[src/rtl/btb_set_assoc_if.sv]
// Fetch/resolve/flush bus between the core front end and the set-associative BTB.
interface btb_set_assoc_if #(
  parameter int PC_W = 16
);
  logic [PC_W-1:0] lookup_pc;
  logic            pred_hit;
  logic [PC_W-1:0] pred_target;
  logic            upd_valid;
  logic [PC_W-1:0] upd_pc;
  logic            upd_taken;
  logic [PC_W-1:0] upd_target;
  logic            flush;
  logic            busy;

  modport master (
    output lookup_pc, upd_valid, upd_pc, upd_taken, upd_target, flush,
    input  pred_hit, pred_target, busy
  );

  modport slave (
    input  lookup_pc, upd_valid, upd_pc, upd_taken, upd_target, flush,
    output pred_hit, pred_target, busy
  );
endinterface

[src/rtl/btb_set_assoc.sv]
// Set-associative BTB with pseudo-LRU replacement and a sequenced flush.
// Optional feature: define BTB_CONF_EN for per-entry 2-bit confidence counters.
module btb_set_assoc #(
  parameter int PC_W = 16,
  parameter int SETS = 16,
  parameter int WAYS = 2
) (
  input  logic           clk,
  input  logic           rst,
  btb_set_assoc_if.slave bus
);
  localparam int IDX_W  = $clog2(SETS);
  localparam int TAG_W  = PC_W - IDX_W;
  localparam int WAY_W  = (WAYS > 1) ? $clog2(WAYS) : 1;
  localparam int PLRU_W = (WAYS == 4) ? 3 : 1;

  typedef enum logic {IDLE, FLUSH} state_t;

  state_t           state_q, state_d;
  logic [IDX_W-1:0] set_cnt_q, set_cnt_d;
  logic             clear_en;
  logic             busy;

  logic [WAYS-1:0]   valid_q  [SETS];
  logic [TAG_W-1:0]  tag_q    [SETS][WAYS];
  logic [PC_W-1:0]   target_q [SETS][WAYS];
  logic [PLRU_W-1:0] plru_q   [SETS];
`ifdef BTB_CONF_EN
  logic [1:0] conf_q [SETS][WAYS];
  logic [1:0] conf_cur, conf_d;
`endif

  logic [IDX_W-1:0] look_idx;
  logic [TAG_W-1:0] look_tag;
  logic [WAYS-1:0]  look_qual;
  logic             look_match;
  logic [PC_W-1:0]  look_target;
  logic             pred_hit;

  logic [IDX_W-1:0]  upd_idx;
  logic [TAG_W-1:0]  upd_tag;
  logic              upd_hit, inv_found, upd_acc, upd_write;
  logic [WAY_W-1:0]  hit_way, inv_way, plru_victim, wr_way;
  logic [PLRU_W-1:0] plru_set, plru_next;

  assign look_idx = bus.lookup_pc[IDX_W-1:0];
  assign look_tag = bus.lookup_pc[PC_W-1:IDX_W];
  assign upd_idx  = bus.upd_pc[IDX_W-1:0];
  assign upd_tag  = bus.upd_pc[PC_W-1:IDX_W];

`ifdef BTB_CONF_EN
  // Only entries with a weakly/strongly taken counter predict.
  always_comb begin
    look_qual = '0;
    for (int w = 0; w < WAYS; w++) begin
      look_qual[w] = conf_q[look_idx][w][1];
    end
  end
`else
  assign look_qual = '1;
`endif

  always_comb begin
    look_match  = 1'b0;
    look_target = '0;
    for (int w = 0; w < WAYS; w++) begin
      if (valid_q[look_idx][w] && (tag_q[look_idx][w] == look_tag) && look_qual[w]) begin
        look_match  = 1'b1;
        look_target = look_target | target_q[look_idx][w];
      end
    end
  end

  assign busy            = (state_q == FLUSH);
  assign pred_hit        = look_match && !busy;
  assign bus.pred_hit    = pred_hit;
  assign bus.pred_target = pred_hit ? look_target : '0;
  assign bus.busy        = busy;

  // Tag hits ignore the confidence counter; descending scan leaves the lowest invalid way.
  always_comb begin
    upd_hit   = 1'b0;
    hit_way   = '0;
    inv_found = 1'b0;
    inv_way   = '0;
    for (int w = WAYS - 1; w >= 0; w--) begin
      if (valid_q[upd_idx][w] && (tag_q[upd_idx][w] == upd_tag)) begin
        upd_hit = 1'b1;
        hit_way = WAY_W'(w);
      end
      if (!valid_q[upd_idx][w]) begin
        inv_found = 1'b1;
        inv_way   = WAY_W'(w);
      end
    end
  end

  assign plru_set = plru_q[upd_idx];

  if (WAYS == 4) begin : g_plru4
    // Bit 0 selects the LRU pair, bits 1/2 the LRU way inside the left/right pair.
    assign plru_victim = plru_set[0] ? {1'b1, plru_set[2]} : {1'b0, plru_set[1]};
    always_comb begin
      plru_next    = plru_set;
      plru_next[0] = ~wr_way[1];
      if (wr_way[1]) plru_next[2] = ~wr_way[0];
      else           plru_next[1] = ~wr_way[0];
    end
  end else if (WAYS == 2) begin : g_plru2
    assign plru_victim = plru_set;
    assign plru_next   = ~wr_way;
  end else begin : g_plru1
    assign plru_victim = 1'b0;
    assign plru_next   = 1'b0;
  end

  assign wr_way    = upd_hit ? hit_way : (inv_found ? inv_way : plru_victim);
  assign upd_acc   = bus.upd_valid && (state_q == IDLE) && !bus.flush;
  assign upd_write = upd_acc && (upd_hit || bus.upd_taken);

`ifdef BTB_CONF_EN
  always_comb begin
    conf_cur = conf_q[upd_idx][hit_way];
    conf_d   = 2'b10;
    if (upd_hit) begin
      conf_d = conf_cur;
      if (bus.upd_taken && (conf_cur != 2'b11))       conf_d = conf_cur + 2'd1;
      else if (!bus.upd_taken && (conf_cur != 2'b00)) conf_d = conf_cur - 2'd1;
    end
  end
`endif

  always_ff @(posedge clk or posedge rst) begin
    if (rst) begin
      state_q   <= IDLE;
      set_cnt_q <= '0;
    end else begin
      state_q   <= state_d;
      set_cnt_q <= set_cnt_d;
    end
  end

  always_comb begin
    state_d   = state_q;
    set_cnt_d = set_cnt_q;
    clear_en  = 1'b0;
    case (state_q)
      IDLE: begin
        if (bus.flush) begin
          state_d   = FLUSH;
          set_cnt_d = '0;
        end
      end
      FLUSH: begin
        clear_en = 1'b1;
        if (bus.flush) begin
          set_cnt_d = '0;
        end else if (set_cnt_q == IDX_W'(SETS - 1)) begin
          state_d   = IDLE;
          set_cnt_d = '0;
        end else begin
          set_cnt_d = set_cnt_q + IDX_W'(1);
        end
      end
      default: state_d = IDLE;
    endcase
  end

  // Valid and PLRU are the only reset state; a not-taken write can only be a tag hit.
  always_ff @(posedge clk or posedge rst) begin
    if (rst) begin
      for (int s = 0; s < SETS; s++) begin
        valid_q[s] <= '0;
        plru_q[s]  <= '0;
      end
    end else if (clear_en) begin
      valid_q[set_cnt_q] <= '0;
      plru_q[set_cnt_q]  <= '0;
    end else if (upd_write) begin
`ifdef BTB_CONF_EN
      valid_q[upd_idx][wr_way] <= 1'b1;
      plru_q[upd_idx]          <= plru_next;
`else
      if (bus.upd_taken) begin
        valid_q[upd_idx][wr_way] <= 1'b1;
        plru_q[upd_idx]          <= plru_next;
      end else begin
        valid_q[upd_idx][wr_way] <= 1'b0;
      end
`endif
    end
  end

  always_ff @(posedge clk) begin
    if (upd_write) begin
      tag_q[upd_idx][wr_way]    <= upd_tag;
      target_q[upd_idx][wr_way] <= bus.upd_target;
`ifdef BTB_CONF_EN
      conf_q[upd_idx][wr_way]   <= conf_d;
`endif
    end
  end
endmodule

[src/flat_wrapper.sv]
// flat-port wrapper written by rule: the top's interface ports become plain ports
module btb_set_assoc_flat 
#(
  parameter int PC_W = 16,
  parameter int SETS = 16,
  parameter int WAYS = 2
)
  (clk, rst, bus_lookup_pc, bus_upd_valid, bus_upd_pc, bus_upd_taken, bus_upd_target, bus_flush, bus_pred_hit, bus_pred_target, bus_busy);
  btb_set_assoc_if #(.PC_W(PC_W)) bus_i ();
  input  logic clk;
  input  logic rst;
  input wire logic [$bits(bus_i.lookup_pc)-1:0] bus_lookup_pc;
  input wire logic [$bits(bus_i.upd_valid)-1:0] bus_upd_valid;
  input wire logic [$bits(bus_i.upd_pc)-1:0] bus_upd_pc;
  input wire logic [$bits(bus_i.upd_taken)-1:0] bus_upd_taken;
  input wire logic [$bits(bus_i.upd_target)-1:0] bus_upd_target;
  input wire logic [$bits(bus_i.flush)-1:0] bus_flush;
  output wire logic [$bits(bus_i.pred_hit)-1:0] bus_pred_hit;
  output wire logic [$bits(bus_i.pred_target)-1:0] bus_pred_target;
  output wire logic [$bits(bus_i.busy)-1:0] bus_busy;
  assign bus_i.lookup_pc = bus_lookup_pc;
  assign bus_i.upd_valid = bus_upd_valid;
  assign bus_i.upd_pc = bus_upd_pc;
  assign bus_i.upd_taken = bus_upd_taken;
  assign bus_i.upd_target = bus_upd_target;
  assign bus_i.flush = bus_flush;
  assign bus_pred_hit = bus_i.pred_hit;
  assign bus_pred_target = bus_i.pred_target;
  assign bus_busy = bus_i.busy;
  btb_set_assoc #(.PC_W(PC_W), .SETS(SETS), .WAYS(WAYS)) u_core (.clk(clk), .rst(rst), .bus(bus_i));
endmodule
[config.mk]
export PLATFORM = sky130hd
export DESIGN_NAME = btb_set_assoc_flat
export DESIGN_NICKNAME = d
export VERILOG_FILES = /design/src/rtl/btb_set_assoc_if.sv /design/src/rtl/btb_set_assoc.sv /design/src/flat_wrapper.sv
export SDC_FILE = /design/constraint.sdc
export NUM_CORES = 1
export LEC_CHECK = 0
export ABC_CLOCK_PERIOD_IN_PS = 8400
export BUFFER_PORTS_ARGS = -buffer_cell sky130_fd_sc_hd__buf_2
export CORE_ASPECT_RATIO = 2
export CORE_UTILIZATION = 38
export CTS_BUF_LIST = sky130_fd_sc_hd__clkbuf_8
export DETAILED_ROUTE_END_ITERATION = 8
export HOLD_SLACK_MARGIN = 0.05
export PLACE_DENSITY = 0.56
export SKIP_CTS_REPAIR_TIMING = 1
export SLEW_MARGIN = 5
export SYNTH_ARGS = -nofsm -noshare
export SYNTH_HDL_FRONTEND = slang
export SYNTH_SLANG_ARGS = --single-unit
[constraint.sdc]
create_clock -name clk -period 8.4 [get_ports clk]
set_input_delay 0.84 -clock clk [delete_from_list [all_inputs] [get_ports clk]]
set_output_delay 0.84 -clock clk [all_outputs]
set_load 0.01 [all_outputs]
==> results summary <==
Among all flip-flop cells after synthesis, the most frequent one is sky130_fd_sc_hd__edfxtp_1. The number of global-route vias before repair came to 23800. Tracing the worst setup path back leads to its startpoint at bus_lookup_pc[0].

The worst supply voltage drop on vdd is 93.4 µV. The starting utilization of the core area is 38.3%. The number of pins exceeding their max-slew limit in the final report came out at 0. The number of max-cap violations is 0. The post-synthesis cell count is 2045. Dividing the detail-routed wire length by the instance count gives 35.7 µm. Of the post-synthesis cell area, the dominant cell type holds 64.7%.

The count of cell types in the netlist is 63. The total power per unit cell area came out at 205 nW/µm². In this run the most used layer during global routing was met2. The relative slew slack is 27.3%.

The number of warning messages in the yosys log is 0. Once layout is complete, the utilization of the core stands at 42.7%. In the final layout, the share of cells above drive strength 1 is 32.1%. The cell sitting at the root of the clock tree is a sky130_fd_sc_hd__clkbuf_8. The number of placed instances with taps included came out at 3444. The pre-CTS setup slack is 1.89 ns. The worst register-to-register path begins at u_core.tag_q[11][19]. The total vias in the final route is 22600. The top achievable clock speed is 157 MHz.

The sequential fraction of the synthesis area is 67.9%. The worst setup path is captured at an output pin. The cell leakage power is 14.6 nW. The path class of the lowest-slack min-delay path is in -> async.

The H-tree generated during clock tree synthesis spans 4 levels. The floorplan step defined a die boundary enclosing 111000 µm². The HPWL after detailed placement is 83100 µm.

The cell row count came out at 171. The average via count per standard cell came out at 6.15. The maximum buffer depth of the clock tree is 3. The fraction of registers with async set/reset came out at 5.58%. The filler cells instantiated in the layout total 9274. After the last flow step, the layout net total stands at 2251. The signed area change from the synthesized netlist to the final layout came out at 11.5%. The hold violation count in the final report is 0. The count of state elements after synthesis is 949. TritonCTS built the clock tree. At the end of routability-driven placement, the weighted congestion stood at 0.924. The post-detailed-route DRC marker count is 0. The clock input transition at the sequential cells of the worst setup and hold paths came out at 0.09 ns. The transition at the pin with the smallest max-transition slack is 1.09 ns.

The worst hold slack after final layout is 0.219 ns. Of all nets on the critical path, the largest fanout is 56. The antenna violation net count after detailed routing is 0. The first-pass iteration count of the detailed router is 5. After synthesis, the cell types taking the most area are sky130_fd_sc_hd__edfxtp_1 65%, sky130_fd_sc_hd__mux4_2 20%, sky130_fd_sc_hd__dfrtp_1 3.2%. The aggregate global routing overflow came out at 0. Setup violations remaining at the end of the flow were counted as 0. The non-filler instance count after layout came out at 3671. The count of port buffers added during placement is 70. For met1 alone, demand over resource in global routing was 26.7%.

The flow ran to the end, and the final reports show no timing, DRC or antenna violations. The worst endpoint required time is 7.56 ns. The maximum cell stage delay along the critical path came out at 0.84 ns. For flop-to-flop paths, the worst setup slack is 3.31 ns. The horizontal die dimension came out at 236 µm. Between clock sinks in the finished design, the worst skew comes to 0.0586 ns.

The placed standard-cell area is 43800 µm². The number of buffers created by CTS came out at 132. The worst setup path is launched from a primary input. The mean cell area of the mapped netlist is 20.3 µm². Traced cell by cell, the critical path runs through buf_8, buf_4, mux4_2, mux4_2, xnor2_1, nand4_1, nor4_1, buf_4, nand4_1, nand2b_1, a21oi_1, buf_2. Once layout is done, the placed cells without fillers occupy 46300 µm². The total core area is 108000 µm². The total global routing track utilization came out at 24.0%. Setup repair after global routing left no endpoint under its margin. For this block, the initial DRC count from the detailed router was 2244.

The worst setup path is of the in -> out kind. For the worst setup path, the data arrival time is 5.51 ns. The number of enable flip-flop cells after synthesis is 896. The routed wire length came out at 131000 µm.

The synthesized net count came out at 2102. The met2 track demand over resource is 43.0%. The routed design could run at a clock period as short as 6.35 ns. The aggregate negative setup slack is 0 ns.

sky130_fd_sc_hd__edfxtp_1 is the most common cell in the netlist. The clock latency reported for the late side of the worst-skew pair is 0.84 ns. Summing internal, switching and leakage power gives 9.52 mW. In this run the critical register-to-register path is captured at u_core.tag_q[11][15]. The synthesized netlist occupies a cell area of 41600 µm². The pin count of the biggest net entering global routing came out at 87. The chip height came out at 470 µm. The first global-routing pass estimated 185000 µm of wire.

The number of cells on the worst reg-to-reg path came out at 10. For this run, global-route usage on met3 was measured as 3.31%. The library cell contributing the largest single delay on the critical path is sky130_fd_sc_hd__buf_4. The count of pins on the block boundary is 71.

Counting instances in the post-synthesis netlist gives the leading cell types as 896 x sky130_fd_sc_hd__edfxtp_1, 366 x sky130_fd_sc_hd__mux4_2, 85 x sky130_fd_sc_hd__mux2i_1. The number of antenna violations at the first check in global routing is 3. After layout, the worst setup slack is 2.05 ns. The biggest area contributor in the post-synthesis netlist is sky130_fd_sc_hd__edfxtp_1.

The clock sink count came out at 949. The final period utilization is 75.6%.
-- layout make-up --
cell class	count	area (µm²)	area share [%]
Antenna cell	2	5.00	0.0108
Clock buffer	138	1900	4.10
Clock inverter	87	584	1.26
Multi-Input combinational cell	946	12700	27.5
Inverter	14	52.6	0.113
Timing Repair Buffer	151	1100	2.38
Sequential cell	949	28200	60.9
Tap cell	1384	1730	3.74
-- logic make-up (layout without fill, tap and decap cells) --
logic type               count (synthesis)  after routing  synth area share [%]
multiplexers                           464            464                  22.6
buffers and inverters                  150            390                  2.01
other                                    0              2                     0
flip-flops                             949            949                  67.9
XOR/XNOR                                55             55                  1.16
AND/OR/NAND/NOR                        195            195                  2.57
AO/OA/AOI/OAI                          228            228                  3.64
adder cells (fa/ha/maj)                  4              4                 0.120
-- metal layers --
layer	share of wire (%)	up-vias
met5	0	-
met4	6.6	0
met3	5.3	359
met2	54	1034
met1	35	12200
li1	-	9012
-- power breakdown --
part | switching, mW | internal [mW] | total (mW)
registers | 0.0265 | 5.20 | 5.23
logic | 0.462 | 0.292 | 0.754
clock network | 1.80 | 1.74 | 3.54
total | 2.29 | 7.23 | 9.52
-- flip-flops by register name, summed over array words and instances (netlist names), named ones only --
register          count
u_core.target_q     512
u_core.set_cnt_q      4
u_core.tag_q        384
u_core.bus.busy       1
u_core.plru_q        16
-- critical path, delay by kind of cell --
kind | cells | cell delay (ns)
buffers and inverters | 4 | 1.70
multiplexers | 2 | 1.13
AND/OR/NAND/NOR | 4 | 1.43
XOR/XNOR | 1 | 0.17
AO/OA/AOI/OAI | 1 | 0.14
-- worst max path at each step --
| stage | endpoint | slack (ns) | cells past startpoint |
|---|---|---|---|
| floorplan | flop | 2.03 | 11 |
| global placement | u_core.target_q[7][27] | 1.97 | 11 |
| detailed placement | u_core.tag_q[0][6] | 1.89 | 11 |
| CTS | bus_pred_target[2] | 1.91 | 12 |
| global route | bus_pred_target[2] | 1.70 | 12 |
| finish | bus_pred_target[10] | 2.05 | 12 |
-- placed cells by master (no fill, tap or decap), types with 9 or more instances in the layout --
| cell type | n |
|---|---|
| sky130_fd_sc_hd__nor2_1 | 15 |
| sky130_fd_sc_hd__edfxtp_1 | 896 |
| sky130_fd_sc_hd__nand3_1 | 24 |
| sky130_fd_sc_hd__xor2_1 | 22 |
| sky130_fd_sc_hd__o22ai_1 | 33 |
| sky130_fd_sc_hd__nand2b_1 | 36 |
| sky130_fd_sc_hd__mux2i_1 | 85 |
| sky130_fd_sc_hd__a31oi_1 | 13 |
| sky130_fd_sc_hd__clkinv_1 | 23 |
| sky130_fd_sc_hd__inv_1 | 44 |
| sky130_fd_sc_hd__nor2b_1 | 9 |
| sky130_fd_sc_hd__xnor2_1 | 33 |
| sky130_fd_sc_hd__o21ai_0 | 54 |
| sky130_fd_sc_hd__mux4_2 | 366 |
| sky130_fd_sc_hd__nand4_1 | 9 |
| sky130_fd_sc_hd__a21oi_1 | 41 |
| sky130_fd_sc_hd__mux4_1 | 10 |
| sky130_fd_sc_hd__clkbuf_8 | 138 |
| sky130_fd_sc_hd__a22oi_1 | 21 |
| sky130_fd_sc_hd__clkinv_2 | 13 |
| sky130_fd_sc_hd__a21oi_4 | 15 |
| sky130_fd_sc_hd__nand2_1 | 54 |
| sky130_fd_sc_hd__dfrtp_1 | 52 |
| sky130_fd_sc_hd__buf_2 | 63 |
| sky130_fd_sc_hd__buf_4 | 77 |
No activity file was read; power rests on OpenSTA's default activity.
